$ cat src/rtl/definitions.sv
// rtl/definitions.sv - shared types and constants for the fetch/decode stage and ALU
// Purpose: ALU op encoding, fetch FSM state encoding, special instruction patterns.
// Ports: none (package).
package definitions;

  typedef enum logic [2:0] {
    ADD = 3'd0,
    SUB = 3'd1,
    SLL = 3'd2,
    SRL = 3'd3,
    EQU = 3'd4,
    GTR = 3'd5,
    AND = 3'd6,
    XOR = 3'd7
  } ALU_Ops;

  typedef enum logic [1:0] {
    IDLE   = 2'd0,
    FETCH  = 2'd1,
    DECODE = 2'd2,
    HALT   = 2'd3
  } FetchState_t;

  localparam logic [8:0] HALT_INSTR = 9'h1FF;
  localparam logic [4:0] BRZ_PREFIX = 5'b11100;

endpackage

$ cat src/rtl/fetch_decoder.sv
// rtl/fetch_decoder.sv - combinational decode of a captured 9-bit instruction
// Purpose: split an instruction into ALU control, register address and control-flow flags.
// Ports:
//   instr_out  in   9  captured instruction
//   alu_op     out  3  ALU op (ADD for non-ALU instructions)
//   is_alu     out  1  instruction is an ALU op (bit 8 clear)
//   reg_addr   out  4  register-file read address
//   is_halt    out  1  instruction is HALT
//   is_brz     out  1  instruction is a zero-flag branch
module fetch_decoder
  import definitions::*;
(
  input  logic [8:0] instr_out,
  output ALU_Ops     alu_op,
  output logic       is_alu,
  output logic [3:0] reg_addr,
  output logic       is_halt,
  output logic       is_brz
);

  always_comb begin
    is_alu   = ~instr_out[8];
    alu_op   = ADD;
    if (!instr_out[8]) begin
      alu_op = ALU_Ops'(instr_out[7:5]);
    end
    reg_addr = instr_out[3:0];
    is_halt  = (instr_out == HALT_INSTR);
    is_brz   = (instr_out[8:4] == BRZ_PREFIX);
  end

endmodule

$ cat src/rtl/fetch_unit.sv
// rtl/fetch_unit.sv - instruction fetch/decode stage: PC, instruction register, FETCH/DECODE FSM
// Purpose: runs FETCH/DECODE from a start pulse until HALT, resolving zero-flag branches.
// Optional feature: define FETCH_CYCLE_CNT_EN to build the saturating busy-cycle counter.
// Ports:
//   clk, reset             clock, asynchronous active-high reset
//   start                  restart pulse (honoured in IDLE/HALT only)
//   stall                  hold DECODE while downstream is not ready
//   zero_in                zero flag sampled in DECODE for BRZ
//   branch_target [PC_W]   absolute BRZ target
//   imem_addr [PC_W]       ROM address (= pc)
//   imem_data [9]          ROM data, captured at the end of FETCH
//   instr_out [9]          captured instruction
//   instr_valid            high in every DECODE cycle
//   alu_op [3], is_alu, reg_addr [4]  decode of instr_out
//   pc_out [PC_W]          current PC
//   halted                 high in HALT
//   cycle_count [16]       FETCH/DECODE cycle count (0 when the counter is not built)
module fetch_unit
  import definitions::*;
#(
  parameter int              PC_W     = 10,
  parameter logic [PC_W-1:0] START_PC = '0
) (
  input  logic            clk,
  input  logic            reset,
  input  logic            start,
  input  logic            stall,
  input  logic            zero_in,
  input  logic [PC_W-1:0] branch_target,
  output logic [PC_W-1:0] imem_addr,
  input  logic [8:0]      imem_data,
  output logic [8:0]      instr_out,
  output logic            instr_valid,
  output logic [2:0]      alu_op,
  output logic            is_alu,
  output logic [3:0]      reg_addr,
  output logic [PC_W-1:0] pc_out,
  output logic            halted,
  output logic [15:0]     cycle_count
);

  FetchState_t     state_q, state_d;
  logic [PC_W-1:0] pc_q, pc_d;
  logic [8:0]      instr_q, instr_d;

  ALU_Ops alu_op_w;
  logic   is_halt_w;
  logic   is_brz_w;

  fetch_decoder u_decoder (
    .instr_out (instr_q),
    .alu_op    (alu_op_w),
    .is_alu    (is_alu),
    .reg_addr  (reg_addr),
    .is_halt   (is_halt_w),
    .is_brz    (is_brz_w)
  );

  // A start pulse only restarts the machine when it is parked.
  logic start_ok;
  assign start_ok = start && ((state_q == IDLE) || (state_q == HALT));

  always_comb begin
    state_d = state_q;
    pc_d    = pc_q;
    instr_d = instr_q;
    case (state_q)
      IDLE, HALT: begin
        if (start) begin
          pc_d    = START_PC;
          state_d = FETCH;
        end
      end
      FETCH: begin
        instr_d = imem_data;
        state_d = DECODE;
      end
      DECODE: begin
        // Stall freezes everything, including a pending HALT.
        if (!stall) begin
          if (is_halt_w) begin
            state_d = HALT;
          end else begin
            state_d = FETCH;
            if (is_brz_w && zero_in) begin
              pc_d = branch_target;
            end else begin
              pc_d = pc_q + 1'b1;
            end
          end
        end
      end
      default: state_d = IDLE;
    endcase
  end

  always_ff @(posedge clk or posedge reset) begin
    if (reset) begin
      state_q <= IDLE;
      pc_q    <= START_PC;
      instr_q <= '0;
    end else begin
      state_q <= state_d;
      pc_q    <= pc_d;
      instr_q <= instr_d;
    end
  end

`ifdef FETCH_CYCLE_CNT_EN
  logic [15:0] cnt_q, cnt_d;

  always_comb begin
    cnt_d = cnt_q;
    if (start_ok) begin
      cnt_d = '0;
    end else if (((state_q == FETCH) || (state_q == DECODE)) && (cnt_q != 16'hFFFF)) begin
      cnt_d = cnt_q + 16'd1;
    end
  end

  always_ff @(posedge clk or posedge reset) begin
    if (reset) begin
      cnt_q <= '0;
    end else begin
      cnt_q <= cnt_d;
    end
  end

  assign cycle_count = cnt_q;
`else
  assign cycle_count = 16'd0;
`endif

  assign imem_addr   = pc_q;
  assign pc_out      = pc_q;
  assign instr_out   = instr_q;
  assign instr_valid = (state_q == DECODE);
  assign halted      = (state_q == HALT);
  assign alu_op      = alu_op_w;

endmodule

$ cat config.mk
export PLATFORM = sky130hd
export DESIGN_NAME = fetch_unit
export DESIGN_NICKNAME = d
export VERILOG_FILES = /design/src/rtl/definitions.sv /design/src/rtl/fetch_decoder.sv /design/src/rtl/fetch_unit.sv
export SDC_FILE = /design/constraint.sdc
export NUM_CORES = 1
export LEC_CHECK = 0
export BUFFER_PORTS_ARGS = -buffer_cell sky130_fd_sc_hd__buf_2
export CORE_UTILIZATION = 45
export DETAILED_ROUTE_END_ITERATION = 10
export PLACE_DENSITY_LB_ADDON = 0.1
export SYNTH_ARGS = -nofsm -noshare
export SYNTH_HDL_FRONTEND = slang
export SYNTH_SLANG_ARGS = --single-unit
$ cat constraint.sdc
create_clock -name clk -period 4.05 [get_ports clk]
set_clock_uncertainty 0.1 [all_clocks]
set_input_delay 0.2025 -clock clk [delete_from_list [all_inputs] [get_ports clk]]
set_output_delay 0.2025 -clock clk [all_outputs]
set_load 0.02 [all_outputs]
==> impl_results.md, run 1 <==
- Synthesized area per cell: 9.72 sq um
- Clock-pin transition on the worst setup and hold timing paths: 0.13 ns
- Cells along the critical path: inv_1, ha_1, nand4_1, or3_4, nand3_2, o22ai_1
- Fin crit share: 53.2%
- Stages on the worst setup path: 6
- Setup repair after global routing missed its margin: no
- First-pass GRT wire length: 5.44 mm
- Peak Freq: 0.464 GHz
- Grt met3 use: 2.13%
- N_diodes: 0
- Hold Path Cell Cnt: 2
- Via count: 1350
- Initial antenna violation count: 0
- TNS Setup: 0 ns
- Crit-path leading delay family: simple AND/OR/NAND/NOR gates
- Setup-failing EPs final: 0
- Final hold violation count: 0
- Maximum root-to-sink buffer count: 2
- Area contributors post-synth: dfrtp_1 34%, buf_4 15%, mux2_1 5.1%
- Post-synth EDFFs: 0
- Cell with the most instances after synthesis: buf_4
- CP max stage delay: 0.45 ns
- Worst path bufs/invs: 1
- Worst skew pair latency: 0.30 ns
- Vias in the first global route: 1205
- Top cells by count, synth: 31 x buf_4, 21 x dfrtp_1, 11 x inv_1, 9 x nand2_1
- Post-synthesis sequential area ratio: 34.2%
- Post-layout minimum cycle time: 2.15 ns
- Clk root buf: clkbuf_4
- Die X: 60.4 um
- Hold slack final: 0.0123 ns
- GRT met1 Usage: 25.2%
- Number of max-cap violations: 0
- Core ar.: 3150 sq um
- Gpl congestion: 0.763
- Multi-input gate area: 785 sq um
- # IOs: 79
- DRC Markers: 0
- Layout cells sized above 1: 35.5%
- Hold Path Origin: imem_data[2]
- Post-Syn Area: 1540 sq um
- Psw: 0.000537 W
- Drt first pass iters: 5
- Largest net degree at the start of global routing: 22
- Worst R2R Path Depth: 6
- Pwr Density: 596 nW/um^2
- R2R Path Start: state_q[0]
- Most used routing layer: met2
- First DRT Iteration DRCs: 61
- Final ANT Viol Nets: 0
- CP max-delay cell: dfrtp_1
- Setup bufs post-CTS: 0
- Register bit count reported by yosys: 21
- Max FO, Critical Path: 13
- Most used DFF post-synth: dfrtp_1
- Die ar.: 3650 sq um
- Port bufs: 62
- Number of CTS-inserted buffers: 3
- Drt total wl: 3.49 mm
- Leakage: 0.887 nW
- Area share of the largest cell type after synthesis: 34.2%
- FF/Latch Area: 526 sq um
- Crit path arrival time: 2.24 ns
- CTS tree: done
- Ys async rst share: 100%
- Clock Power Share: 10.0%
- Combinational power share: 56.8%
- Met2 Usage GRT: 35.3%
- Switch share: 50.2%
- WP data required: 4.14 ns
- Yosys top cell by area: dfrtp_1
- Final #Nets: 241
- Outcome: finished clean
- Gr usage total: 19.7%
- Count of filler cells inserted in the layout: 308
- Max-slew violation count: 0
- Initial Utilization: 48.7%
- Tightest Pin Transition: 0.828 ns
- Vert. Die Dim: 60.4 um
- Via density: 5.29
- Post-DP HPWL: 2.52 mm
- Synth Instances: 158
- CP Capture Type: flop
- CP Launch Type: flop
- Int Pwr: 0.000532 W
- Critical Path Start: state_q[0]
- Slew headroom: 44.7%
- Synth unique cells: 42
- Worst VDD drop: 0.380 mV
- Area growth, synth to finish: 16.7%
- CTS sink cnt: 21
- Row cnt: 20
- Synth Warn #: 0
- Sequential power share: 33.2%
- Drt wl/cell: 13.7 um
- Hold crit path type: input port to flop
- H-tree depth: 1
- GR Overflow Total: 0
- CP Class: flop to flop
-- sequential cells by signal (all words and copies together) (netlist names) --
name,count
imem_addr,10
state_q,2
instr_out,9
-- per-layer routing --
layer	up-vias	part of all wire (%)	wire length, um
met3	2	5.5	193
met2	66	50	1740
met1	643	44	1540
li1	639	-	-
met4	0	0.60	21
met5	-	0	0
-- final timing paths --
kind	to	slack (ns)
max reg2reg	imem_addr[6]	1.90
min reg2reg	instr_out[3]	0.46
min in group asynchronous	instr_out[1]	0.49
min	instr_out[2]	0.01
max in group asynchronous	imem_addr[4]	2.85
max	imem_addr[6]	1.90
-- what timing repair did --
| action | CTS | global route |
|---|---|---|
| endpoints found under the hold margin | 25 | 0 |
| resized for setup | 0 | 0 |
| hold buffers | 5 | 0 |
-- cell usage in the layout, fill, tap and decap left out, types with 2 or more instances in the layout --
master and instances:
a311oi_1 4, nand3_1 7, clkbuf_4 3, o31a_1 2, nand2_1 9, nor2b_1 3
o211ai_1 4, nor3_1 3, conb_1 16, dlygate4sd3_1 5, inv_1 11, nand4_1 2
mux2_1 7, a21oi_1 6, ha_1 5, o31ai_1 3, dfrtp_1 21, o22ai_1 4
a22oi_1 2, or2_1 2, buf_2 62, o2bb2ai_1 3, o21ai_1 5, a211oi_1 3
-- power groups by stage --
stage | Sequential (W) | Combinational (W) | Clock (W)
floorplan | 0.000408 | 0.000427 | 0
global placement | 0.000354 | 0.000597 | 0
detailed placement | 0.000359 | 0.000607 | 0
CTS | 0.000355 | 0.000613 | 0.000110
global route | 0.000370 | 0.000663 | 0.000117
finish | 0.000355 | 0.000607 | 0.000107
-- final cells by class --
type	instances	share of cell area, %
multi-input combinational	108	43.8
sequential	21	29.3
timing repair buffer	67	20.1
tap	44	3.07
inverter	11	2.30
clock buffer	4	1.47
-- stage by stage --
step                      std cells  util (%)  area, sq um  total power (W)  setup slack (ns)
after floorplan                 173         -         1590         0.000835              2.11
after global routing            255      56.9         1790          0.00115              1.75
after CTS                       255      56.9         1790          0.00108              1.91
final                           255      56.9         1790          0.00107              1.90
after detailed placement        246      54.4         1720         0.000966              1.93
after global placement          246      54.4         1720         0.000951              2.03
-- kinds of logic after synthesis --
kind of cell    Yosys count  share of synthesized area, %
buf+inv                  44                          18.4
fa+ha+maj                 5                          4.07
simple gates             37                          16.6
flops                    21                          34.2
other cells               1                         0.244
compound gates           41                          20.0
mux                       9                          6.51
Note: power is estimated with default switching activity, not from simulation.
==> run 2, diff against run 1 <==
clock period = 2.18 ns   (was 4.05 ns; I/O delays follow)
==> run 2 against run 1 <==
  * Combinational power is 93% higher
  * Final cell count is 4.7% higher
  * Global-route usage up 0.21 points
  * Non-clock buffer count increased by 12
  * Via count grew 0.44%
  * Routed wire length decreased by 1.3%
  * Largest power group unchanged
==> impl_results.md, run 2 (synthesized netlist as in run 1, its figures left out) <==
- Initial Utilization: 48.7%
- Clock-pin transition on the worst setup and hold timing paths: 0.12 ns
- Largest net degree at the start of global routing: 22
- Placed Cells: 250
- Worst skew pair latency: 0.30 ns
- Design Area, Final: 1900 sq um
- Count of filler cells inserted in the layout: 280
- CP Capture Type: flop
- Post-layout minimum cycle time: 1.95 ns
- Setup-failing EPs final: 0
- Port bufs: 62
- Most common cell after layout, fill and taps aside: buf_2
- Vert. Die Dim: 60.4 um
- Max-slew violation count: 0
- CP max stage delay: 0.45 ns
- Gpl congestion: 0.764
- Maximum root-to-sink buffer count: 2
- N_diodes: 0
- CTS tree: done
- Vias in the first global route: 1235
- Gr usage total: 20.0%
- Row cnt: 20
- Setup bufs post-CTS: 0
- Worst r2r dst: imem_addr[5]
- Worst R2R Path Depth: 6
- Crit path arrival time: 2.03 ns
- Cells along the critical path: inv_1, ha_1, nand4_1, or3_4, nand3_2, o22ai_1
- Hold crit path type: input port to flop
- Fin crit share: 89.3%
- Via density: 5.08
- R2R Path Start: state_q[0]
- Hold slack final: 0.00517 ns
- Power, Total: 0.00202 W
- CTS sink cnt: 21
- Worst VDD drop: 0.891 mV
- Number of CTS-inserted buffers: 3
- Final #Nets: 253
- Leakage: 0.941 nW
- Post-DP HPWL: 2.50 mm
- First DRT Iteration DRCs: 50
- Die X: 60.4 um
- CP Launch Type: flop
- CP max-delay cell: dfrtp_1
- Pwr Density: 1060 nW/um^2
- Critical Path Start: state_q[0]
- Final ANT Viol Nets: 0
- Drt first pass iters: 4
- Setup repair after global routing missed its margin: no
- CP Class: flop to flop
- Drt total wl: 3.45 mm
- Via count: 1356
- Area growth, synth to finish: 23.9%
- Peak Freq: 0.514 GHz
- Number of max-cap violations: 0
- GR Overflow Total: 0
- Max reg flops: 10
- Clk root buf: clkbuf_4
- Outcome: finished clean
- Commonest non-fill, non-tap cells in the layout: 62 x buf_2, 21 x dfrtp_1, 16 x conb_1
- First-pass GRT wire length: 5.45 mm
- Core ar.: 3150 sq um
- Final hold violation count: 0
- # IOs: 79
- Tightest Pin Transition: 0.822 ns
- R2r setup slk: 0.23 ns
- Finished Layout Cells: 267
- TNS Setup: 0 ns
- Slew headroom: 45.2%
- Placed cell area: 1750 sq um
- Max FO, Critical Path: 9
- Layout cells sized above 1: 35.4%
- Initial antenna violation count: 0
- Crit path to: imem_addr[5]
- WP data required: 2.26 ns
- H-tree depth: 1
- Drt wl/cell: 12.9 um
- DRC Markers: 0
- Die ar.: 3650 sq um
==> run 2: cell count changes in the layout (fill, tap and decap cells not counted) <==
cell,delta
buf_4,+4
dlygate4sd3_1,+8
==> run 2: worst min path at each step <==
stage,from,slack [ns],depth (start not counted),to
6_report,branch_target[0],0.005,3,imem_addr[0]
5_1_grt,branch_target[0],0.01,3,imem_addr[0]
4_1_cts,branch_target[0],0.002,3,imem_addr[0]
3_5_place_dp,reset,0.22,2,instr_out[1]
3_3_place_gp,reset,0.21,2,imem_addr[9]
2_1_floorplan,reset,-0.01,1,imem_addr[0]
==> run 2: layer usage <==
layer	share of wire (%)	vias up	wire length (um)	global-route usage, %
met2	49	70	1690	35.0
met3	5.8	2	201	2.13
met4	0.61	0	21	7.47
li1	-	660	-	-
met5	0	-	0	0
met1	44	624	1530	25.3
==> run 2: where the power goes <==
part           internal [W]  switching, W  total, W
combinational      0.000454      0.000717   0.00117
sequential         0.000502      0.000156  0.000658
clock             0.0000712      0.000120  0.000191
==> run 2: area by class of cell <==
class	count	area, sq um	share of cell area, %
Multi-Input combinational cell	108	785	41.2
Sequential cell	21	526	27.6
Timing Repair Buffer	79	470	24.7
Tap cell	44	55.1	2.89
Inverter	11	41.3	2.17
Clock buffer	4	26.3	1.38
==> run 2: worst max-delay path: cells and delay by family, from the launching register on <==
kind | cells | cell delay [ns]
buffers and inverters | 1 | 0.08
AO/OA/AOI/OAI | 1 | 0.12
AND/OR/NAND/NOR | 3 | 0.79
flip-flops | 1 | 0.45
adder cells (fa/ha/maj) | 1 | 0.29
==> run 2: what timing repair did <==
action	in CTS	in global routing
hold buffers	13	0
gates resized for setup	0	0
endpoints found under the setup margin	0	1
hold endpoints to repair	33	0
==> run 2: metrics by stage <==
stage | worst slack (ns) | utilization (%)
detailed placement | 0.245 | 55.4
CTS | 0.219 | 60.4
global placement | 0.310 | 55.4
finish | 0.234 | 60.4
floorplan | 0.240 | -
global route | 0.0238 | 60.4
